### src/rtl/cpu_bus_wait_ctrl.sv
// cpu_bus_wait_ctrl
// Converts the CPU wrapper's one-cycle access strobe into a held
// valid/ready transaction on the peripheral bus and stalls the core
// (cpu_halt_o) until the slave answers or the wait times out. Read data is
// registered back to the CPU. A sticky flag records bus timeouts.
//
// Ports
//   clk_i, reset_i          clock, async active-high reset
//   cpu_req_i               one-cycle access strobe (qualifies addr/wdata/wstrb)
//   cpu_addr_i/wdata_i      access address and write data
//   cpu_wstrb_i             byte strobes, 0 = read
//   cpu_rdata_o             registered read data, held until next completed read
//   cpu_halt_o              stall to the wrapper while an access is in flight
//   bus_valid_o             transaction request to the bus
//   bus_addr/wdata/wstrb_o  latched access, stable while bus_valid_o is high
//   bus_we_o                latched write flag (OR of strobes)
//   bus_rdata_i/ready_i     slave response
//   err_clr_i, err_o        clear / sticky timeout flag
//
// state  | meaning
// IDLE   | no access in flight
// ACCESS | bus_valid_o and cpu_halt_o high, waiting for ready or timeout
// DONE   | single completion cycle, halt released, cpu_rdata_o valid

module cpu_bus_wait_ctrl #(
    parameter int unsigned address_width = 32,
    parameter int unsigned TimeoutCycles = 256,
    parameter logic [31:0] TimeoutData   = 32'hDEADBEEF
) (
    input  logic                     clk_i,
    input  logic                     reset_i,
    input  logic                     cpu_req_i,
    input  logic [address_width-1:0] cpu_addr_i,
    input  logic [31:0]              cpu_wdata_i,
    input  logic [3:0]               cpu_wstrb_i,
    output logic [31:0]              cpu_rdata_o,
    output logic                     cpu_halt_o,
    output logic                     bus_valid_o,
    output logic [address_width-1:0] bus_addr_o,
    output logic [31:0]              bus_wdata_o,
    output logic [3:0]               bus_wstrb_o,
    output logic                     bus_we_o,
    input  logic [31:0]              bus_rdata_i,
    input  logic                     bus_ready_i,
    input  logic                     err_clr_i,
    output logic                     err_o
);

    localparam bit          TimeoutEn = (TimeoutCycles != 0);
    localparam int unsigned CntWidth  = TimeoutEn ? $clog2(TimeoutCycles + 1) : 1;
    // When the timeout is disabled this value is never compared against.
    localparam logic [CntWidth-1:0] CntLast = CntWidth'(TimeoutCycles - 1);
    localparam logic [CntWidth-1:0] CntMax  = '1;

    typedef enum logic [1:0] {
        IDLE   = 2'd0,
        ACCESS = 2'd1,
        DONE   = 2'd2
    } state_t;

    state_t              state;
    state_t              state_next;
    logic [CntWidth-1:0] cnt;
    logic                start;
    logic                ready_done;
    logic                timeout_done;

    always_ff @(posedge clk_i or posedge reset_i) begin
        if (reset_i) begin
            state <= IDLE;
        end else begin
            state <= state_next;
        end
    end

    always_comb begin
        state_next   = state;
        start        = 1'b0;
        ready_done   = 1'b0;
        timeout_done = 1'b0;
        case (state)
            IDLE, DONE: begin
                if (cpu_req_i) begin
                    start      = 1'b1;
                    state_next = ACCESS;
                end else begin
                    state_next = IDLE;
                end
            end
            ACCESS: begin
                // Ready has priority over a timeout landing in the same cycle.
                if (bus_ready_i) begin
                    ready_done = 1'b1;
                    state_next = DONE;
                end else if (TimeoutEn && (cnt == CntLast)) begin
                    timeout_done = 1'b1;
                    state_next   = DONE;
                end
            end
            default: state_next = IDLE;
        endcase
    end

    // Wait counter: cleared at the start of each access, counts ACCESS cycles
    // without ready, saturates rather than wrapping.
    always_ff @(posedge clk_i or posedge reset_i) begin
        if (reset_i) begin
            cnt <= '0;
        end else if (start) begin
            cnt <= '0;
        end else if ((state == ACCESS) && !bus_ready_i && (cnt != CntMax)) begin
            cnt <= cnt + CntWidth'(1);
        end
    end

    always_ff @(posedge clk_i or posedge reset_i) begin
        if (reset_i) begin
            cpu_halt_o  <= 1'b0;
            bus_valid_o <= 1'b0;
            bus_addr_o  <= '0;
            bus_wdata_o <= '0;
            bus_wstrb_o <= '0;
            bus_we_o    <= 1'b0;
            cpu_rdata_o <= '0;
            err_o       <= 1'b0;
        end else begin
            cpu_halt_o  <= (state_next == ACCESS);
            bus_valid_o <= (state_next == ACCESS);

            if (start) begin
                bus_addr_o  <= cpu_addr_i;
                bus_wdata_o <= cpu_wdata_i;
                bus_wstrb_o <= cpu_wstrb_i;
                bus_we_o    <= |cpu_wstrb_i;
            end

            if (ready_done && !bus_we_o) begin
                cpu_rdata_o <= bus_rdata_i;
            end else if (timeout_done && !bus_we_o) begin
                cpu_rdata_o <= TimeoutData;
            end

            if (timeout_done) begin
                err_o <= 1'b1;
            end else if (err_clr_i) begin
                err_o <= 1'b0;
            end
        end
    end

endmodule

### config.mk
export PLATFORM = sky130hd
export DESIGN_NAME = cpu_bus_wait_ctrl
export DESIGN_NICKNAME = d
export VERILOG_FILES = /design/src/rtl/cpu_bus_wait_ctrl.sv
export SDC_FILE = /design/constraint.sdc
export NUM_CORES = 1
export LEC_CHECK = 0
export ABC_AREA = 1
export CAP_MARGIN = 20
export CORE_UTILIZATION = 46
export CTS_BUF_LIST = sky130_fd_sc_hd__clkbuf_4
export DETAILED_ROUTE_END_ITERATION = 10
export PLACE_DENSITY = 0.88
export SLEW_MARGIN = 20
export SYNTH_ARGS = -nofsm -noshare
export SYNTH_HDL_FRONTEND = slang
export SYNTH_SLANG_ARGS = --single-unit
### constraint.sdc
create_clock -name clk_i -period 10.36 [get_ports clk_i]
set_clock_uncertainty 0.05 [all_clocks]
set_input_delay 2.072 -clock clk_i [delete_from_list [all_inputs] [get_ports clk_i]]
set_output_delay 2.072 -clock clk_i [all_outputs]
set_load 0.005 [all_outputs]
==> results.md, run 1 <==
- The quantity of hold-fixing buffers added after cts is 0.
- The net count of the finished layout is 830.
- The number of setup buffers added after CTS is 0.
- The sort of element at the start of the critical path is a register.
- The routed wire length is 12.1 mm.
- 0 antenna diodes ended up in the layout.
- For this run, the top clock speed supported by timing is 0.285 GHz.
- The highest-delay cell along the critical path is sky130_fd_sc_hd__clkdlybuf4s50_1.
- The die covers 0.0103 sq mm.
- The average instance area after synthesis is 8.81 sq um.
- Measured along the y axis, the die boundary spans 101 microns.
- The post-synthesis cell count is 516.
- The kind of path behind the tightest hold check is reg2reg.
- The portion of synthesized area spent on multiplexers is 0%.
- The worst setup slack after placement is 6310 ps.
- The library cells used most frequently in the layout, excluding fill and tap cells, are sky130_fd_sc_hd__nand2_1, sky130_fd_sc_hd__clkdlybuf4s50_1, sky130_fd_sc_hd__dfrtp_1.
- Summed over all failing endpoints, the final setup total negative slack is 0 ps.
- Entering global routing, the biggest net connects 79 pins.
- Detailed placement ended at an HPWL of 8.51 mm.
- The global placement routability congestion is 0.759.
- The critical path endpoint category is an output port.
- The total power is 1390 uW.
- The final count of hold timing violations came to 0.
- The overall global routing resource usage is 24.6%.
- Sequential cells were found to cover 62.7% of the synthesized design area.
- The detailed router finished its first iteration with 131 violations.
- The peak per-stage delay on the critical path is 530 ps.
- The count of input and output buffers is 208.
- The remaining antenna violation count is 0.
- Along the worst path, the maximum fanout reaches 2.
- The final number of setup-violating endpoints is 0.
- The worst-case IR drop observed on VDD is 0.141 mV.
- At the pin with the least slew margin, the transition time is 898 ps.
- After Yosys synthesis, full adders, half adders and majority gates account for 0.825% of the synthesized area.
- The data arrival time at the worst-slack endpoint is 1380 ps.
- The kind of critical path is reg2out.
- The flop and latch count out of synthesis is 114.
- The period utilization is 33.8%.
- During synthesis, Yosys emitted a total of 0 warnings.
- In this run, CTS created clock tree buffers numbering 17.
- Grouping stages by cell kind, the critical path spends the most delay in buffers and inverters.
- After detailed routing, the number of remaining DRC violations is 0.
- For this design the ratio of total power to cell area is 199 mW/mm^2.
- The post-cts gate resize count is 0.
- The global-route wire length before repair is 19.3 mm.
- In this run the cell area of the synthesized design comes to 0.00455 sq mm.
- The CTS tree is built.
- At the worst endpoint, the required time is 8240 ps.
- For this block, the via count after detailed routing is 4105.
- The first-pass detailed-route iteration total is 4.
- The share of the core filled with cells in the final layout is 74.2%.
- Setup repair after global routing left no endpoint under its margin.
- The count of boundary I/O pins is 209.
- The H-tree was split into 4 levels.
- The number of antenna violations at the first check in global routing is 0.
- Registers take 0.00285 sq mm.
- The dominant combinational cell family by area after synthesis is simple AND/OR/NAND/NOR gates.
- In the routed layout, each cell is associated on average with a via count of 4.76.
- Traced cell by cell, the critical path runs through clkdlybuf4s50_1.
- Excluding fillers, the count of instances in the completed layout stands at 863.
- The initial core utilization is 48.3%.
- After clock tree synthesis, the clock-pin slew on the worst setup and hold paths is 110 ps.
- The maximum buffer depth of the clock tree is 2.
- Including well taps, the total number of placed cells is 832.
- The region available for standard cell placement spans 0.00942 sq mm.
- Dividing the detail-routed wire length by the instance count gives 14.0 microns.
- The tool flagged a number of max-cap violations equal to 0.
- The number of distinct standard cells referenced by the synthesized netlist is 21.
- The run finished with clean final reports.
- The setup slack of the critical path after layout is 6860 ps.
- The placement row count is 35.
- Counting I/O delays and the setup requirement, the final critical path takes 3500 ps.
- The xor/xnor cell area share of the yosys netlist is 0.193%.
- After Yosys synthesis, and, or, nand and nor cells account for 23.5% of the synthesized area.
- The share of post-route cells with drive strength above 1 is 5.31%.
- The floorplan step set the die width to 101 microns.
- Counting every net in the synthesized netlist gives 624.
- The final-layout fill cell count is 695.
- The worst pin sits at a relative slew slack of 40.2%.
- The later-pin clock latency in the skew report is 470 ps.
- Relative to the synthesized area, the layout overhead comes to 53.6%.
- Summing all multi-input logic gate instances after layout gives 0.00136 sq mm.
- Leaving out fill and tap cells, the most frequent cell in the layout is sky130_fd_sc_hd__nand2_1.
- The buffering stage count on the worst path with inverters included is 1.
- The number of clock sinks seen by CTS is 114.
- The total leakage power is 0.00349 uW.
- CTS placed an instance of sky130_fd_sc_hd__clkbuf_4 at the clock tree root.
- The number of pins with negative max-slew slack in the final report is 0.
- Global routing finished with a remaining overflow of 0.
- The via count of the first global-routing pass was 4087.
- Summing the areas of all compound-gate instances in the mapped netlist gives 5.34% of the synthesized area.
metal layers:
layer / vias up / global-route usage [%] / part of all wire [%]
met5: - / 0 / 0
met4: 0 / 8.25 / 1.4
met3: 18 / 8.49 / 7.5
met2: 165 / 42.6 / 52
met1: 1940 / 28.7 / 39
li1: 1982 / - / -
stage by stage:
step	hold WS [ps]	cell area [sq um]
global route	461	6990
global placement	411	6670
CTS	439	6980
detailed placement	414	6670
floorplan	417	4550
finish	436	6990
power by group:
group          internal, uW  total [uW]  switching [uW]
clock network           190         359             169
logic                   259         420             160
registers               552         613            60.9
total                  1000        1390             390
area by class of cell:
class | instances | share of cell area (%)
Timing Repair Buffer | 210 | 30.0
Clock inverter | 14 | 2.69
Clock buffer | 17 | 1.83
Tap cell | 129 | 2.31
Inverter | 52 | 2.85
Multi-Input combinational cell | 327 | 19.5
Sequential cell | 114 | 40.8
sequential cells by signal, indices dropped and copies added, names as in the netlist:
register     count
bus_addr_o      32
cpu_rdata_o     32
bus_we_o         1
bus_wdata_o     32
cnt              9
err_o            1
state            2
bus_valid_o      1
bus_wstrb_o      4
worst paths after layout:
| check | startpoint | to | slack [ps] | cells past startpoint |
|---|---|---|---|---|
| max in group asynchronous | reset_i | err_o | 7010 | 3 |
| hold / removal | bus_addr_o[28] | bus_addr_o[28] | 440 | 2 |
| min in group asynchronous | reset_i | bus_wdata_o[25] | 2000 | 2 |
| setup / recovery | cpu_rdata_o[9] | cpu_rdata_o[9] | 6860 | 1 |
| hold reg to reg | bus_addr_o[28] | bus_addr_o[28] | 440 | 2 |
| setup reg to reg | cnt[1] | cpu_rdata_o[14] | 7960 | 11 |
synthesized netlist by cell type:
cell / count / area share, %
sky130_fd_sc_hd__nand4_1: 2 / 0.28
sky130_fd_sc_hd__nand3_1: 9 / 0.99
sky130_fd_sc_hd__o31ai_1: 2 / 0.33
sky130_fd_sc_hd__buf_6: 3 / 0.74
sky130_fd_sc_hd__nor3_1: 1 / 0.11
sky130_fd_sc_hd__nor2_1: 36 / 3.0
sky130_fd_sc_hd__inv_2: 1 / 0.082
sky130_fd_sc_hd__nand2_1: 227 / 19
sky130_fd_sc_hd__xor2_1: 1 / 0.19
sky130_fd_sc_hd__a21oi_2: 2 / 0.39
sky130_fd_sc_hd__clkbuf_1: 1 / 0.082
sky130_fd_sc_hd__a22oi_1: 1 / 0.17
sky130_fd_sc_hd__a21oi_1: 26 / 2.9
sky130_fd_sc_hd__inv_1: 51 / 4.2
sky130_fd_sc_hd__o21ai_0: 12 / 1.3
sky130_fd_sc_hd__buf_2: 15 / 1.7
sky130_fd_sc_hd__ha_1: 3 / 0.83
sky130_fd_sc_hd__dfrtp_1: 114 / 63
sky130_fd_sc_hd__nand2_2: 3 / 0.41
sky130_fd_sc_hd__o22ai_1: 2 / 0.28
sky130_fd_sc_hd__buf_4: 4 / 0.66
cells by family (layout without fill, tap and decap cells):
| family | Yosys count | count (layout) |
|---|---|---|
| AND/OR/NAND/NOR | 278 | 278 |
| AO/OA/AOI/OAI | 45 | 45 |
| XOR/XNOR | 1 | 1 |
| flip-flops | 114 | 114 |
| adder cells (fa/ha/maj) | 3 | 3 |
| buffers and inverters | 75 | 293 |
Note: power is estimated with default switching activity, not from simulation.
==> run 2: changes to the inputs <==
- CORE_UTILIZATION: 46 -> 39
- PLACE_DENSITY: 0.88 -> 0.79
- clock period: 10.36 -> 3.1 ns (I/O delays scaled with it)
==> run 2 against run 1 <==
Critical path depth rose by 10. Count of clock-buffer cells in the layout increased by 3. Combinational power rose to 3.4 times the previous value. Cell count increased by 2.1%. Register-to-register slack lost 7200 ps. Via count rose by 0.44%. Sequential power grew to 3.3 times the previous value. Sequential share of layout area down 0.55 points. Non-clock buffer count increased by 3. First-iteration DRC count rose by 85%. Worst setup slack got worse by 6100 ps. Largest power group unchanged.
==> results.md, run 2 (same netlist as run 1, synthesis figures left out) <==
- The placeable core region is 0.0114 sq mm (+21%).
- The total leakage power is 0.00352 uW (+1.1%).
- The worst IR drop on VDD came to 0.301 mV (+110%).
- The post-synthesis to final-layout area growth is 55.7%.
- The number of pins with negative max-slew slack in the final report is 0 (unchanged).
- The maximum number of pins on one net before global-route repair is 67 (-15%).
- The width of the chip is 110 microns (+8.4%).
- The final routed DRC violation total is 0 (unchanged).
- The depth of the CTS H-tree came to 4 (unchanged).
- The maximum clock frequency is 0.421 GHz.
- The final-layout fill cell count is 923 (+33%).
- STA classifies the critical path endpoint as a register.
- The share of post-route cells with drive strength above 1 is 5.69% (+0.38 points).
- The detailed-placement wirelength estimate was 8.68 mm (+2.0%).
- The total of max-cap violations is 0 (unchanged).
- The remaining antenna violation count came to 0 (unchanged).
- The ratio of routed vias to standard cells was 4.68 (-1.6%).
- The commonest non-fill, non-tap cell in the layout is sky130_fd_sc_hd__nand2_1.
- The final-layout setup total negative slack was 0 ps (unchanged).
- The slowest stage of the critical path is the sky130_fd_sc_hd__dfrtp_1 cell.
- Setup repair after global routing left no endpoint under its margin.
- The count of input and output buffers was 208 (unchanged).
- The later-pin clock latency in the skew report is 490 ps (+20 ps).
- The via count of the first global-routing pass came to 4260 (+4.2%).
- The run finished with clean final reports.
- The worst setup path is of the reg2reg kind.
- The peak per-stage delay on the critical path is 400 ps (-130 ps).
- STA classifies the critical path startpoint as a register.
- The worst max-slew margin expressed relative to the limit was 47.0% (+6.9 points).
- The signal on the critical path passes through ha_1 > nand2_1 > nor2_1 > nand2_1 > nor2_1 > ha_1 > inv_1 > a21oi_2 > nand2_2 > nand2_1 > o21ai_0.
- The final count of hold timing violations is 0 (unchanged).
- The iteration-0 DRC count of the detailed router was 242 (+85%).
- Counting I/O delays and the setup requirement, the final critical path takes 2370 ps.
- The first-pass detailed-route iteration total was 5 (+1).
- The count of boundary I/O pins was 209 (unchanged).
- The total clock buffers created by CTS is 17 (unchanged).
- The highest metal layer with signal wires is met4.
- The top fanout value on the critical path came to 32 (+30).
- The routed length per instance is 13.8 microns (-1.2%).
- The area of placed instances is 0.00675 sq mm (+1.2%).
- The path class of the tightest hold or removal check is reg2reg.
- The number of diodes added for antenna fixing is 0 (unchanged).
- The data arrival time at the worst-slack endpoint came to 2690 ps (+1310 ps).
- The worst hold slack is 436 ps (+0.0160 ps).
- The global-route wire length before repair is 19.3 mm (unchanged).
- The global placement routability congestion came to 0.830 (+9.4%).
- The overflow left after global routing is 0 (unchanged).
- The post-cts gate resize count was 0 (unchanged).
- The initial core utilization came to 40.0% (-8.3 points).
- The die span in y was 110 microns (+8.4%).
- The critical path required time is 3420 ps (-4820 ps).
- The quantity of hold-fixing buffers added after cts came to 0 (unchanged).
- The length of routed wiring on met1 is 4.72 mm (+1.5%).
- The clock-pin slew reported for the worst setup and hold paths after clock tree synthesis is 100 ps (about the same).
- Counting stages on the worst path, the most repeated cell is sky130_fd_sc_hd__nand2_1.
- The multi-input logic area came to 0.00136 sq mm (-0.37%).
- The sum of met2 wire segment lengths after detailed routing was 6.23 mm (-1.5%).
- The register area is 0.00285 sq mm (unchanged).
- The met3 wire length is 923 microns (+2.3%).
- On the critical path the largest part of the delay comes from simple AND/OR/NAND/NOR gates.
- The number of nets in the layout is 833 (+0.36%).
- The buffering stage count on the worst path with inverters included is 1 (unchanged).
- The power density over the cells is 669 mW/mm^2 (+240%).
- The placement row count was 39 (+11%).
- The maximum buffer depth of the clock tree is 2 (unchanged).
- The largest registers in the layout are bus_addr_o: 32 flops, bus_wdata_o: 32 flops, cpu_rdata_o: 32 flops.
- The transition time of the tightest slew-check pin is 793 ps (-105 ps).
- The period utilization is 76.6%.
- The CTS tree is built.
- The die area is 0.0121 sq mm (+18%).
- In the layout the commonest cells are sky130_fd_sc_hd__nand2_1, sky130_fd_sc_hd__clkdlybuf4s50_1, sky130_fd_sc_hd__dfrtp_1.
- The via count is 4123 (+0.44%).
- The final number of setup-violating endpoints came to 0 (unchanged).
- The buffers inserted during post-CTS setup optimization was 0 (unchanged).
- The number of clock sinks seen by CTS was 114 (unchanged).
- The overall global routing resource usage is 20.9% (-3.7 points).
- The routed wire length came to 12.2 mm (+0.85%).
- The number of antenna violations at the first check in global routing came to 0 (unchanged).
- The final non-filler cell area came to 0.00708 sq mm (+1.4%).
- CTS placed an instance of sky130_fd_sc_hd__clkbuf_4 at the clock tree root.
[run 2: area by class of cell]
| type | instances | area share, % |
|---|---|---|
| Clock buffer | 20 | 2.12 |
| Timing Repair Buffer | 213 | 30.5 |
| Multi-Input combinational cell | 327 | 19.2 |
| Sequential cell | 114 | 40.3 |
| Tap cell | 143 | 2.53 |
| Clock inverter | 12 | 2.65 |
| Inverter | 52 | 2.81 |
[run 2: worst paths after layout]
check	slack, ps	start	endpoint	depth (start not counted)
worst max-delay path	730	cnt[1]	cpu_rdata_o[29]	11
worst min-delay path	440	bus_wstrb_o[0]	bus_wstrb_o[0]	2
worst max register to register	730	cnt[1]	cpu_rdata_o[29]	11
worst min register to register	440	bus_wstrb_o[0]	bus_wstrb_o[0]	2
max in group asynchronous	1780	reset_i	bus_wdata_o[12]	3
min in group asynchronous	550	reset_i	cpu_rdata_o[10]	2
[run 2: routing by layer]
metal	vias up	global-route usage (%)
li1	1977	-
met1	1953	23.2
met2	164	36.0
met3	29	7.88
met4	0	8.76
met5	-	0
[run 2: where the power goes]
group	switching [uW]	leakage, uW	internal [uW]
Combinational	531	0.00198	874
Sequential	208	0.00136	1840
Clock	544	0.000178	739
[run 2: per-stage QoR]
step | utilization [%] | total power (uW) | setup WS [ps] | std cells
4_1_cts | 62.3 | 4800 | 741 | 881
3_3_place_gp | 59.3 | 3440 | 834 | 849
2_1_floorplan | - | 2510 | 1040 | 516
6_report | 62.3 | 4740 | 726 | 881
5_1_grt | 62.3 | 5050 | 558 | 881
3_5_place_dp | 59.3 | 3490 | 762 | 849
[run 2: worst reg2reg max path, delay by kind of cell (launching register included)]
family / cells / cell delay (ps)
AOI/OAI and AO/OA: 2 / 280
DFF: 1 / 400
and+or+nand+nor: 6 / 990
adders and majority gates: 2 / 450
buffers and inverters: 1 / 90
